==> config.mk <==
export PLATFORM = sky130hd
export DESIGN_NAME = uart_tx
export DESIGN_NICKNAME = d
export VERILOG_FILES = /design/src/rtl/uart_tx.sv
export SDC_FILE = /design/constraint.sdc
export NUM_CORES = 1
export LEC_CHECK = 0
export CELL_PAD_IN_SITES_DETAIL_PLACEMENT = 1
export CELL_PAD_IN_SITES_GLOBAL_PLACEMENT = 2
export CORE_MARGIN = 8
export CORE_UTILIZATION = 30
export DETAILED_ROUTE_END_ITERATION = 16
export GPL_TIMING_DRIVEN = 0
export PLACE_DENSITY = 0.74
export SKIP_LAST_GASP = 1
export SYNTH_ARGS = -nofsm -noshare
export SYNTH_HDL_FRONTEND = slang
export SYNTH_SLANG_ARGS = --single-unit
==> constraint.sdc <==
create_clock -name clk -period 2.1 [get_ports clk]
set_clock_uncertainty 0.1 [all_clocks]
set_input_delay 0.42 -clock clk [delete_from_list [all_inputs] [get_ports clk]]
set_output_delay 0.42 -clock clk [all_outputs]
set_load 0.01 [all_outputs]
==> src/rtl/uart_tx.sv <==
// Serial byte transmitter: 8N1 frames, LSB first, bit timing from the shared tick_in strobe; optional FIFO via UART_TX_FIFO_EN.
// Latency: start bit on the first tick_in edge after the byte is buffered (>= 1 clk after accept); frame = 10*TICKS_PER_BIT strobes.
// Backpressure: tx_ready is low while the buffer is full (holding register, or FIFO_DEPTH entries); depends only on registered state.
module uart_tx #(
    parameter int TICKS_PER_BIT = 16,
    parameter int FIFO_DEPTH    = 4
) (
    input  logic       clk,
    input  logic       rst_n,
    input  logic       tick_in,
    input  logic [7:0] tx_data,
    input  logic       tx_valid,
    output logic       tx_ready,
    output logic       dcom,
    output logic       busy
);

    localparam int CNT_W = $clog2(TICKS_PER_BIT);

    localparam logic [1:0] IDLE  = 2'd0;
    localparam logic [1:0] START = 2'd1;
    localparam logic [1:0] DATA  = 2'd2;
    localparam logic [1:0] STOP  = 2'd3;

    if (TICKS_PER_BIT < 2 || TICKS_PER_BIT > 64 || FIFO_DEPTH < 2 || FIFO_DEPTH > 16 ||
        (FIFO_DEPTH & (FIFO_DEPTH - 1)) != 0) begin : g_bad_param
        $error("uart_tx: parameter out of range");
    end

    logic [1:0]       state;
    logic [CNT_W-1:0] tick_cnt;
    logic [2:0]       bit_idx;
    logic [7:0]       shifter;

    logic       buf_vld;
    logic [7:0] buf_dat;
    logic       push;
    logic       pop;
    logic       bit_end;

    assign push    = tx_valid && tx_ready;
    assign bit_end = tick_in && (tick_cnt == CNT_W'(TICKS_PER_BIT - 1));
    // A byte leaves the buffer only on a tick that starts a frame: from IDLE, or chained at the end of STOP.
    assign pop     = tick_in && buf_vld && ((state == IDLE) || ((state == STOP) && bit_end));

`ifdef UART_TX_FIFO_EN
    localparam int PTR_W = $clog2(FIFO_DEPTH);

    logic [7:0]       mem [FIFO_DEPTH];
    logic [PTR_W-1:0] wr_ptr;
    logic [PTR_W-1:0] rd_ptr;
    logic [PTR_W:0]   count;

    assign buf_vld  = (count != '0);
    assign buf_dat  = mem[rd_ptr];
    assign tx_ready = (count != (PTR_W + 1)'(FIFO_DEPTH));

    always_ff @(posedge clk) begin
        if (push) begin
            mem[wr_ptr] <= tx_data;
        end
    end

    // Depth is a power of two, so the pointers wrap naturally.
    always_ff @(posedge clk or negedge rst_n) begin
        if (!rst_n) begin
            wr_ptr <= '0;
            rd_ptr <= '0;
            count  <= '0;
        end else begin
            if (push) wr_ptr <= wr_ptr + 1'b1;
            if (pop)  rd_ptr <= rd_ptr + 1'b1;
            case ({push, pop})
                2'b10:   count <= count + 1'b1;
                2'b01:   count <= count - 1'b1;
                default: count <= count;
            endcase
        end
    end
`else
    logic       hold_vld;
    logic [7:0] hold_dat;

    assign buf_vld  = hold_vld;
    assign buf_dat  = hold_dat;
    assign tx_ready = !hold_vld;

    always_ff @(posedge clk or negedge rst_n) begin
        if (!rst_n) begin
            hold_vld <= 1'b0;
            hold_dat <= 8'h00;
        end else if (push) begin
            hold_vld <= 1'b1;
            hold_dat <= tx_data;
        end else if (pop) begin
            hold_vld <= 1'b0;
        end
    end
`endif

    assign busy = (state != IDLE) || buf_vld;

    always_ff @(posedge clk or negedge rst_n) begin
        if (!rst_n) begin
            state    <= IDLE;
            tick_cnt <= '0;
            bit_idx  <= 3'd0;
            shifter  <= 8'h00;
            dcom     <= 1'b1;
        end else begin
            if ((state != IDLE) && tick_in) begin
                tick_cnt <= bit_end ? '0 : tick_cnt + 1'b1;
            end
            case (state)
                IDLE: begin
                    if (pop) begin
                        shifter  <= buf_dat;
                        dcom     <= 1'b0;
                        tick_cnt <= '0;
                        state    <= START;
                    end
                end
                START: begin
                    if (bit_end) begin
                        dcom    <= shifter[0];
                        bit_idx <= 3'd0;
                        state   <= DATA;
                    end
                end
                DATA: begin
                    if (bit_end) begin
                        if (bit_idx != 3'd7) begin
                            shifter <= shifter >> 1;
                            dcom    <= shifter[1];
                            bit_idx <= bit_idx + 3'd1;
                        end else begin
                            dcom  <= 1'b1;
                            state <= STOP;
                        end
                    end
                end
                STOP: begin
                    if (bit_end) begin
                        if (pop) begin
                            shifter <= buf_dat;
                            dcom    <= 1'b0;
                            state   <= START;
                        end else begin
                            state <= IDLE;
                        end
                    end
                end
                default: state <= IDLE;
            endcase
        end
    end

endmodule

Yosys cells after proc, flatten, opt, wreduce, memory -nomap -nowiden:

Index checks and enable logic that the tools add are counted.

* flip-flop bits (word level): 27
* input port bits: 12
* output and inout port bits: 3
* word-level logic and storage cells: 66

* $add $sub $neg: 2
* equality and inequality tests: 11
* multiplexer cells: 28
* reductions and logical operators: 18

Operators with widths (number)
* $mux W8: 4
* $pmux W8 S3: 1
* $mux W4: 4
* $ne A2 B2 Y1 const B: 6
* $mux W2: 5
* $mux W3: 3
* $mux W1: 8
* $pmux W2 S4: 1
* $reduce_and A4 Y1: 2
* $logic_and A1 B1 Y1: 6
* $pmux W3 S2: 1
* $reduce_bool A2 Y1: 3
* $reduce_and A5 Y1: 1
* $add A4 B1 Y4 const B: 1
* $eq A2 B2 Y1 const B: 2
* $eq A4 B4 Y1 const B: 1
* $pmux W1 S4: 1
* $add A3 B1 Y3 const B: 1
* $ne A3 B3 Y1 const B: 1
* $reduce_and A3 Y1: 1
* $reduce_bool A3 Y1: 1
* $eq A2 B1 Y1 const B: 1
* $logic_not A2 Y1: 1
* $logic_or A1 B1 Y1: 2
* $logic_not A1 Y1: 1

Logic depth before layout (Yosys ltp):

Gate-level depths: netlist (run 1).

* word-level depth: 8
* gate-level depth with buffers: 6
* mapped depth without buffers: 6

Worst setup path before layout (run 1):

No wires, ideal clock.

* path type: reg-to-reg
* start: register state[0]
* end: register shifter[0]
* library setup time: 125 ps
* data arrival time: 1949 ps
* required time: 1875 ps
* slack: -73 ps
* cell stages (with the launch flop): 7
* buffers on the path: 0
* period minus slack after synthesis: 2173 ps
* path through: dfrtp_1 inv_1 ha_1 nor3_1 nand4_1 a221oi_4 mux2_2

* longest elaborated chain between the ends: 7
* elaborated cells on any way between the ends: 14
* classes of those cells: eq/ne (5); mux (3); reduce/logical (6)

RTL lines
* start, declared: RTL line 30 `logic [1:0] state;`
* start signal, assigned: RTL line 105 `state <= IDLE;`
* start signal, assigned: RTL line 120 `state <= START;`
* start signal, assigned: RTL line 127 `state <= DATA;`
* $eq A2 B2 Y1: RTL line 44, 114
* $logic_and A1 B1 Y1: RTL line 44 `assign pop = tick_in && buf_vld && ((state == IDLE) || ((state == STOP) && bit_end));`
* $logic_or A1 B1 Y1: RTL line 44
* $logic_and A1 B1 Y1: RTL line 44
* $mux W8 (2 in series)
* $pmux W8 S3: RTL line 114 `case (state)`
* end signal, assigned: RTL line 117 `shifter <= buf_dat;`
* end signal, assigned: RTL line 133 `shifter <= shifter >> 1;`
* end signal, assigned: RTL line 145 `shifter <= buf_dat;`
* end, declared: RTL line 33 `logic [7:0] shifter;`

Parallel ways exist; a longest one is shown, timed or not. The select of a mux whose other input is x is not followed.
A chain may end at the register's enable or synchronous reset.

Worst setup path in the final report (run 1):

* start: register state[1]
* end: register shifter[5]

The elaborated chain is that of the path after synthesis.

==> results_dict.tcl, run 1 <==
set metrics [dict create \
    status "complete, but fails checks" \
    violations "setup timing" \
    grt-ovfl-total 0 \
    power_frac_comb 0.516 \
    met3_usage 0.0224 \
    cp_slowest_cell "dfrtp_2" \
    clock_path_buffers 2 \
    setup_slack_ns -0.0317 \
    multi_input_area_sq_um 797 \
    sw_frac_of_total 0.360 \
    clkPwrFrac 0.122 \
    yosysWarningCount 0 \
    drtIter0Drc 45 \
    num_antenna_cells 0 \
    grt_pass1_vias 1113 \
    root_buffer "clkbuf_8" \
    nets 163 \
    endpoint_kind "flip-flop" \
    htree_levels 1 \
    die_w_microns 84.6 \
    worst-slew-pin-transition_ns 0.629 \
    synth.avg_cell_area_sq_um 12.3 \
    cp_max_fo 5 \
    antenna_left 0 \
    power.density_mw_per_mm2 1420 \
    wl_per_cell_microns 16.5 \
    final_max_slew_viol_count 0 \
    dieArea_sq_mm 0.00716 \
    hold_violations 0 \
    rsz0062_at_grt "yes" \
    first_pass_iters 4 \
    via_count 1000 \
    worst-setup-path-type "flip-flop to flip-flop" \
    syn-num-nets 135 \
    power_mw 2.61 \
    busiest_layer "met2" \
    max-vdd-ir-drop_uv 406 \
    slowest_delay_ns 0.47 \
    viasPerCell 5.10 \
    cts_num_sinks 27 \
    fin_crit_ns 2.13 \
    intPower_mw 1.67 \
    switching_power_mw 0.939 \
    fmax_mhz 469 \
    timing.setup.tns_ns -0.181 \
    pre_cts_slack_ns -0.280 \
    synth_cells 115 \
    finalSetupViolCount 8 \
    wirelength_microns 3240 \
    cts_tree "built" \
    synth_seq_cells 27 \
    cts_buffers 3 \
    r2r_slack_ns -0.03 \
    relSlewSlack 0.581 \
    grtUsageTotal 0.0963 \
    fillers 501 \
    clkTransAtPathRegs_ns 0.11 \
    reg2regPathDepth 7 \
    gp_congestion 0.712 \
    io-pin-count 15 \
    arrival_ns 2.21 \
    netlist_area_sq_mm 0.00141 \
    start_util 0.305 \
    whs_ns 0.0495 \
    p_seq_frac 0.362 \
    grt_pass1_wl_microns 5590 \
    clkLatencyLatePin_ns 0.28 \
    dp_hpwl_microns 2250 \
    timing.critical_path.mode_cell "buf_6" \
    path_cells "buf_6 -> ha_4 -> nor3_4 -> nand4_1 -> a221oi_4 -> buf_6 -> mux2_4" \
    p_leak_nw 0.812 \
    grt_max_degree 28 \
    coreArea_sq_mm 0.00463 \
    holdBufCountCts 0 \
    area_delta_synth_final_pct 30.5 \
    rows 25 \
    hp-class "input pin to async pin" \
    dieHeight_microns 84.6 \
    yosys.area.top_type "dfrtp_1" \
    yosysUniqueCellTypes 34 \
    required_ns 2.18 \
    start_kind "flip-flop" \
    drive_gt1_frac 0.380 \
    met1_usage 0.113 \
    met2_usage 0.165 \
    port_buffers 13 \
    regArea_sq_um 678 \
    synth.top_cell.area_share 0.461 \
    post-route-period-util 1.02 \
    maxCapViolations 0 \
    antenna_found_initial 0 \
    synth_area_leaders "dfrtp_1 46%, mux2_2 20%, ha_1 7.1%" \
    drc_errors 0 \
    ys_seq_area_frac 0.479 \
]
[layout make-up]
| class | count | share of cell area |
|---|---|---|
| Sequential cell | 27 | 0.368 |
| Timing Repair Buffer | 23 | 0.118 |
| Inverter | 4 | 0.00950 |
| Tap cell | 54 | 0.0367 |
| Clock inverter | 1 | 0.00475 |
| Buffer | 3 | 0.00815 |
| Multi-Input combinational cell | 81 | 0.432 |
| Clock buffer | 3 | 0.0224 |
[stage by stage]
step / utilization / instances / cell area, sq um
detailed placement: 0.353 / 182 / 1630
CTS: 0.389 / 192 / 1800
floorplan: - / 115 / 1440
finish: 0.398 / 196 / 1840
global placement: 0.353 / 182 / 1630
global route: 0.398 / 196 / 1840
[cells in the final DEF, fill, tap and decap left out, types with 2 or more instances in the layout]
cell and n:
nand2_1 5, nand2b_1 2, nand4_1 2, a21oi_1 4, clkbuf_8 3, nand3_1 3, nor2_1 2, ha_1 4
clkbuf_1 2, a22o_1 3, mux2_4 8, buf_6 4, clkdlybuf4s50_1 11, o21ai_0 7, dfrtp_1 25, mux2_2 17
inv_1 2, ha_4 4, buf_4 7, nor2b_1 2
[worst max-delay path, delay by kind of cell (launching register included)]
kind / cells / cell delay [ns]
DFF: 1 / 0.47
buffers and inverters: 2 / 0.32
and+or+nand+nor: 2 / 0.32
muxes: 1 / 0.30
adders and majority gates: 1 / 0.17
AOI/OAI and AO/OA: 1 / 0.35
[timing repair]
action                                  in CTS  in global routing
gates resized for setup                     17                  5
setup buffers                                6                  4
pin swaps                                    4                  5
endpoints found under the setup margin      10                 11
[routing by layer]
layer | wire length (microns) | vias to the layer above
met3 | 103 | 2
met1 | 1460 | 509
met2 | 1660 | 14
met4 | 25 | 0
li1 | - | 475
met5 | 0 | -
[registers in the layout, summed over array words and instances (netlist names)]
signal / cells
buf_dat: 8
bit_idx: 3
dcom: 1
shifter: 8
buf_vld: 1
state: 2
tick_cnt: 4
[power by group through the flow]
stage                     Clock, mW  Sequential, mW  Combinational (mW)
after floorplan                   0           0.888               0.842
after global placement            0           0.925                1.04
after detailed placement          0           0.943                1.09
after CTS                     0.330           0.937                1.31
after global routing          0.350           0.975                1.47
final                         0.319           0.945                1.35
[cell usage after synthesis, drive strengths merged]
cell type	n
a21bo	1
a21boi	1
a21oi	4
a221oi	1
a22o	3
a311oi	1
a31oi	1
a32o	1
and2b	1
and3	1
and4	1
buf	1
clkbuf	2
dfrtp	26
dfstp	1
ha	8
inv	4
mux2	25
mux2i	1
nand2	6
nand2b	2
nand3	3
nand4	2
nor2	2
nor2b	2
nor3	1
nor3b	1
o211ai	1
o21a	1
o21ai	7
o22a	1
o2bb2ai	1
or3	1
[cells by family after synthesis]
logic type      count (synthesis)  share of synthesized area
compound gates                 24                      0.129
fa+ha+maj                       8                     0.0709
buf+inv                         7                     0.0213
flops                          27                      0.479
mux                            26                      0.206
simple gates                   23                     0.0930
[worst paths after layout]
check | from | endpoint
max reg2reg | state[1]$_DFFE_PN0P_ | shifter[5]$_DFFE_PN0P_
max in group asynchronous | rst_n | state[1]$_DFFE_PN0P_
min reg2reg | buf_dat[4]$_DFFE_PN0P_ | buf_dat[4]$_DFFE_PN0P_
min in group clk | tick_in | tick_cnt[0]$_DFF_PN0_
min | rst_n | state[0]$_DFFE_PN0P_
max | state[1]$_DFFE_PN0P_ | shifter[5]$_DFFE_PN0P_
Note: power is estimated with default switching activity, not from simulation.
==> inputs of run 2 (changes only) <==
--- a/config.mk
+++ b/config.mk
@@ -8,10 +8,10 @@
 export CELL_PAD_IN_SITES_DETAIL_PLACEMENT = 1
 export CELL_PAD_IN_SITES_GLOBAL_PLACEMENT = 2
 export CORE_MARGIN = 8
-export CORE_UTILIZATION = 30
+export CORE_UTILIZATION = 34
 export DETAILED_ROUTE_END_ITERATION = 16
 export GPL_TIMING_DRIVEN = 0
-export PLACE_DENSITY = 0.74
+export PLACE_DENSITY = 0.81
 export SKIP_LAST_GASP = 1
 export SYNTH_ARGS = -nofsm -noshare
 export SYNTH_HDL_FRONTEND = slang
==> run 2 against run 1 <==
Net effect:
- the flow still finishes with violations (setup timing)
- setup slack got worse by 0.037 ns
- sequential power hardly changed
- total power is 0.43% higher
- cell area is 0.54% lower
==> results_dict.tcl, run 2 (synthesized netlist as in run 1, its figures left out) <==
set metrics [dict create \
    grt_pass1_wl_microns 5430 \
    worst-slew-pin-transition_ns 1.25 \
    clkTransAtPathRegs_ns 0.09 \
    root_buffer "clkbuf_8" \
    antenna_left 0 \
    placed_area_sq_mm 0.00163 \
    grt-ovfl-total 0 \
    fillers 421 \
    wl_per_cell_microns 17.2 \
    arrival_ns 2.23 \
    maxCapViolations 0 \
    rows 23 \
    final_util 0.458 \
    dieHeight_microns 80.5 \
    timing.setup.tns_ns -0.480 \
    hp-class "input pin to flip-flop" \
    dp_hpwl_microns 2130 \
    power.density_mw_per_mm2 1430 \
    io-pin-count 15 \
    cts_buffers 3 \
    first_pass_iters 4 \
    finalSetupViolCount 8 \
    final_max_slew_viol_count 0 \
    via_count 981 \
    regArea_sq_um 678 \
    required_ns 2.16 \
    endpoint_kind "flip-flop" \
    drtIter0Drc 43 \
    violations "setup timing" \
    final_common_cell "dfrtp_1" \
    final_area_sq_mm 0.00183 \
    rsz0062_at_grt "yes" \
    path_cells "buf_6 -> ha_4 -> nor3_4 -> nand4_1 -> a221oi_4 -> buf_12 -> mux2_4" \
    max-vdd-ir-drop_uv 529 \
    p_leak_nw 0.806 \
    worst-setup-path-type "flip-flop to flip-flop" \
    post-route-period-util 1.03 \
    cts_tree "built" \
    clock_path_buffers 2 \
    hold_violations 0 \
    htree_levels 1 \
    status "complete, but fails checks" \
    r2r_slack_ns -0.07 \
    start_util 0.353 \
    fin_cells 191 \
    nets 162 \
    cts_num_sinks 27 \
    final_cell_mix "25 x dfrtp_1, 17 x mux2_2, 12 x clkdlybuf4s50_1" \
    whs_ns 0.369 \
    placed_cells 178 \
    drive_gt1_frac 0.369 \
    cp_max_fo 8 \
    fin_crit_ns 2.17 \
    viasPerCell 5.14 \
    wirelength_microns 3290 \
    pre_cts_slack_ns -0.258 \
    grtUsageTotal 0.108 \
    antenna_found_initial 0 \
    clkLatencyLatePin_ns 0.27 \
    setup_slack_ns -0.0685 \
    cp_slowest_cell "dfrtp_1" \
    gp_congestion 0.729 \
    port_buffers 13 \
    relSlewSlack 0.166 \
    grt_pass1_vias 1100 \
    path_buf_inv 2 \
    cp_top_family "flip-flops" \
    die_w_microns 80.5 \
    multi_input_area_sq_um 797 \
    slowest_delay_ns 0.42 \
    fmax_mhz 461 \
    num_antenna_cells 0 \
    area_delta_synth_final_pct 29.8 \
    power_mw 2.62 \
    dieArea_sq_mm 0.00647 \
    start_kind "flip-flop" \
    drc_errors 0 \
    coreArea_sq_mm 0.00400 \
    grt_max_degree 28 \
]
[run 2: power by group]
part | internal (mW) | leakage [nW] | switching [mW] | total (mW)
combinational | 0.795 | 0.449 | 0.581 | 1.38
clock | 0.133 | 0.0255 | 0.164 | 0.297
sequential | 0.760 | 0.332 | 0.188 | 0.948
total | 1.69 | 0.806 | 0.934 | 2.62
[run 2: per-layer routing]
layer / global-route usage / wire length (microns) / up-vias
li1: - / - / 475
met1: 0.133 / 1470 / 487
met2: 0.180 / 1670 / 15
met4: 0.0382 / 40 / 0
met3: 0.0246 / 111 / 4
met5: 0 / 0 / -
[run 2: tightest hold or removal path: cells and delay by family]
kind / cells / cell delay, ns
AO/OA/AOI/OAI: 1 / 0.07
buffers and inverters: 1 / 0.15
AND/OR/NAND/NOR: 1 / 0.06
[run 2: area by class of cell]
class	count	area share
multi-input combinational	81	0.435
sequential	27	0.370
inverter	4	0.00956
buffer	3	0.00819
clock inverter	1	0.00273
clock buffer	3	0.0225
timing repair buffer	22	0.118
tap	50	0.0341
[run 2: repair_timing]
action | in CTS | in global routing
resized for setup | 15 | 5
setup buffers | 5 | 4
pin swaps | 4 | 3
endpoints found under the setup margin | 9 | 11
hold buffers | 0 | 0
[run 2: final timing paths]
path / cells past startpoint / start / to
setup / recovery: 7 / state[1]$_DFFE_PN0P_ / shifter[4]$_DFFE_PN0P_
hold / removal: 3 / tick_in / tick_cnt[0]$_DFF_PN0_
setup reg to reg: 7 / state[1]$_DFFE_PN0P_ / shifter[4]$_DFFE_PN0P_
hold reg to reg: 1 / buf_dat[7]$_DFFE_PN0P_ / buf_dat[7]$_DFFE_PN0P_
max in group asynchronous: 1 / rst_n / state[0]$_DFFE_PN0P_
min in group asynchronous: 1 / rst_n / tick_cnt[3]$_DFF_PN0_
==> inputs of run 3 (changes only) <==
--- a/config.mk
+++ b/config.mk
@@ -12,6 +12,7 @@
 export DETAILED_ROUTE_END_ITERATION = 16
 export GPL_TIMING_DRIVEN = 0
 export PLACE_DENSITY = 0.81
+export SETUP_SLACK_MARGIN = 0.2
 export SKIP_LAST_GASP = 1
 export SYNTH_ARGS = -nofsm -noshare
 export SYNTH_HDL_FRONTEND = slang
==> run 3 against run 2 <==
Net effect:
- the run still ends with setup timing left
- final cell count is the same
- critical path depth is the same
- flip-flop and latch count is the same
- fmax grew 0.89%
- combinational power is essentially flat
- first-iteration DRC count grew 12%
- cell area grew 0.96%
- global-route usage shrank 0.26 points
- clock-buffer cell count is the same
- utilization grew 0.44 points
- sequential share of layout area shrank 0.21 points
- hold slack gained 0.016 ns
- critical path type unchanged
- largest cell class unchanged
==> results_dict.tcl, run 3 (synthesized netlist as in run 1, its figures left out) <==
set metrics [dict create \
    grtUsageTotal 0.106 \
    worst-setup-path-type "flip-flop to flip-flop" \
    setup_slack_ns -0.0493 \
    drtIter0Drc 48 \
    whs_ns 0.386 \
    power_mw 2.64 \
    htree_levels 1 \
    die_w_microns 80.5 \
    busiest_layer "met2" \
    grt_pass1_vias 1087 \
    r2r-end "shifter[1]$_DFFE_PN0P_" \
    arrival_ns 2.22 \
    fmax_mhz 465 \
    hold_path.startpoint "tick_in" \
    maxCapViolations 0 \
    fillers 429 \
    endpoint_kind "flip-flop" \
    clkPwrFrac 0.121 \
    p_seq_frac 0.367 \
    sw_frac_of_total 0.362 \
    power_frac_comb 0.513 \
    holdBufCountCts 0 \
    hold_violations 0 \
    nets 162 \
    intPower_mw 1.69 \
    clkLatencyLatePin_ns 0.29 \
    relSlewSlack 0.188 \
    io-pin-count 15 \
    r2r_slack_ns -0.05 \
    coreArea_sq_mm 0.00400 \
    drive_gt1_frac 0.426 \
    met1_usage 0.122 \
    power.density_mw_per_mm2 1430 \
    num_antenna_cells 0 \
    fin_cells 191 \
    final_max_slew_viol_count 0 \
    area_delta_synth_final_pct 31.0 \
    holdPathStages 2 \
    finalSetupViolCount 8 \
    port_buffers 13 \
    cp_max_fo 8 \
    antenna_left 0 \
    wl_per_cell_microns 16.8 \
    required_ns 2.17 \
    cts_num_sinks 27 \
    placed_cells 178 \
    rsz0062_at_grt "yes" \
    viasPerCell 5.21 \
    worst-slew-pin-transition_ns 1.21 \
    met2_usage 0.180 \
    rows 23 \
    grt_pass1_wl_microns 5300 \
    reg2regPathDepth 7 \
    antenna_found_initial 0 \
    max-vdd-ir-drop_uv 515 \
    fin_crit_ns 2.15 \
    grt-ovfl-total 0 \
    gp_congestion 0.728 \
    cts_buffers 3 \
    dieHeight_microns 80.5 \
    drc_errors 0 \
    post-route-period-util 1.02 \
    first_pass_iters 4 \
    cp_slowest_cell "dfrtp_2" \
    final_common_cell "dfrtp_1" \
    wirelength_microns 3210 \
    p_leak_nw 0.830 \
    path_cells "inv_4 -> ha_4 -> nor2_2 -> or3_4 -> a221oi_4 -> buf_12 -> mux2_4" \
    start_kind "flip-flop" \
    root_buffer "clkbuf_8" \
    grt_max_degree 28 \
    cts_tree "built" \
    endpoint "shifter[1]$_DFFE_PN0P_" \
    met3_usage 0.0268 \
    via_count 996 \
    violations "setup timing" \
    final_cell_mix "23 x dfrtp_1, 17 x mux2_2, 11 x clkdlybuf4s50_1" \
    dp_hpwl_microns 2180 \
    hp-class "input pin to flip-flop" \
    start_util 0.353 \
    dieArea_sq_mm 0.00647 \
    switching_power_mw 0.954 \
    clock_path_buffers 2 \
    clkTransAtPathRegs_ns 0.11 \
    worstReg2RegStart "state[0]$_DFFE_PN0P_" \
    slowest_delay_ns 0.49 \
    status "complete, but fails checks" \
    critPathLaunch "state[0]$_DFFE_PN0P_" \
]
-- run 3: routing by layer --
layer	share of wire	wire length, microns
met5	0	0
met4	0.017	55
met3	0.040	128
met2	0.51	1650
met1	0.43	1380
-- run 3: worst min-delay path by stage --
stage | endpoint | slack, ns
2_1_floorplan | bit_idx[0]$_DFFE_PN0P_ | 0.02
3_3_place_gp | shifter[7]$_DFFE_PN0P_ | 0.39
3_5_place_dp | shifter[2]$_DFFE_PN0P_ | 0.39
4_1_cts | tick_cnt[0]$_DFF_PN0_ | 0.37
5_1_grt | tick_cnt[0]$_DFF_PN0_ | 0.39
6_report | tick_cnt[1]$_DFF_PN0_ | 0.39
-- run 3: power groups by stage --
stage               Clock (mW)  Sequential (mW)  Combinational, mW
global route             0.347             1.01               1.48
detailed placement           0            0.946               1.09
CTS                      0.325            0.960               1.25
global placement             0            0.922               1.04
finish                   0.318            0.968               1.35
floorplan                    0            0.891              0.844
-- run 3: area by class of cell --
class	instances	area (sq um)	share of cell area
buffer	3	16.3	0.00879
clock buffer	3	41.3	0.0223
clock inverter	1	8.76	0.00473
inverter	4	20.0	0.0108
multi-input combinational	81	813	0.439
sequential	27	681	0.368
tap	50	62.6	0.0338
timing repair buffer	22	208	0.112
-- run 3: critical path, delay by kind of cell, from the launching register on --
family	cells	cell delay (ns)
DFF	1	0.49
and+or+nand+nor	2	0.42
muxes	1	0.30
buffers and inverters	2	0.29
AOI/OAI and AO/OA	1	0.29
adders and majority gates	1	0.14
-- run 3: what timing repair did --
item                       4_1_cts  5_1_grt
resized for setup               13       17
setup buffers                    8        1
pin swaps                        5        6
setup endpoints to repair       12       16
-- run 3: stage by stage --
step / utilization / worst slack, ns / instance area [sq um] / setup TNS (ns)
floorplan: - / 0.0315 / 1440 / 0
global placement: 0.407 / -0.176 / 1630 / -1.39
detailed placement: 0.407 / -0.223 / 1630 / -1.72
CTS: 0.448 / -0.0440 / 1790 / -0.221
global route: 0.463 / -0.117 / 1850 / -0.875
finish: 0.463 / -0.0493 / 1850 / -0.318
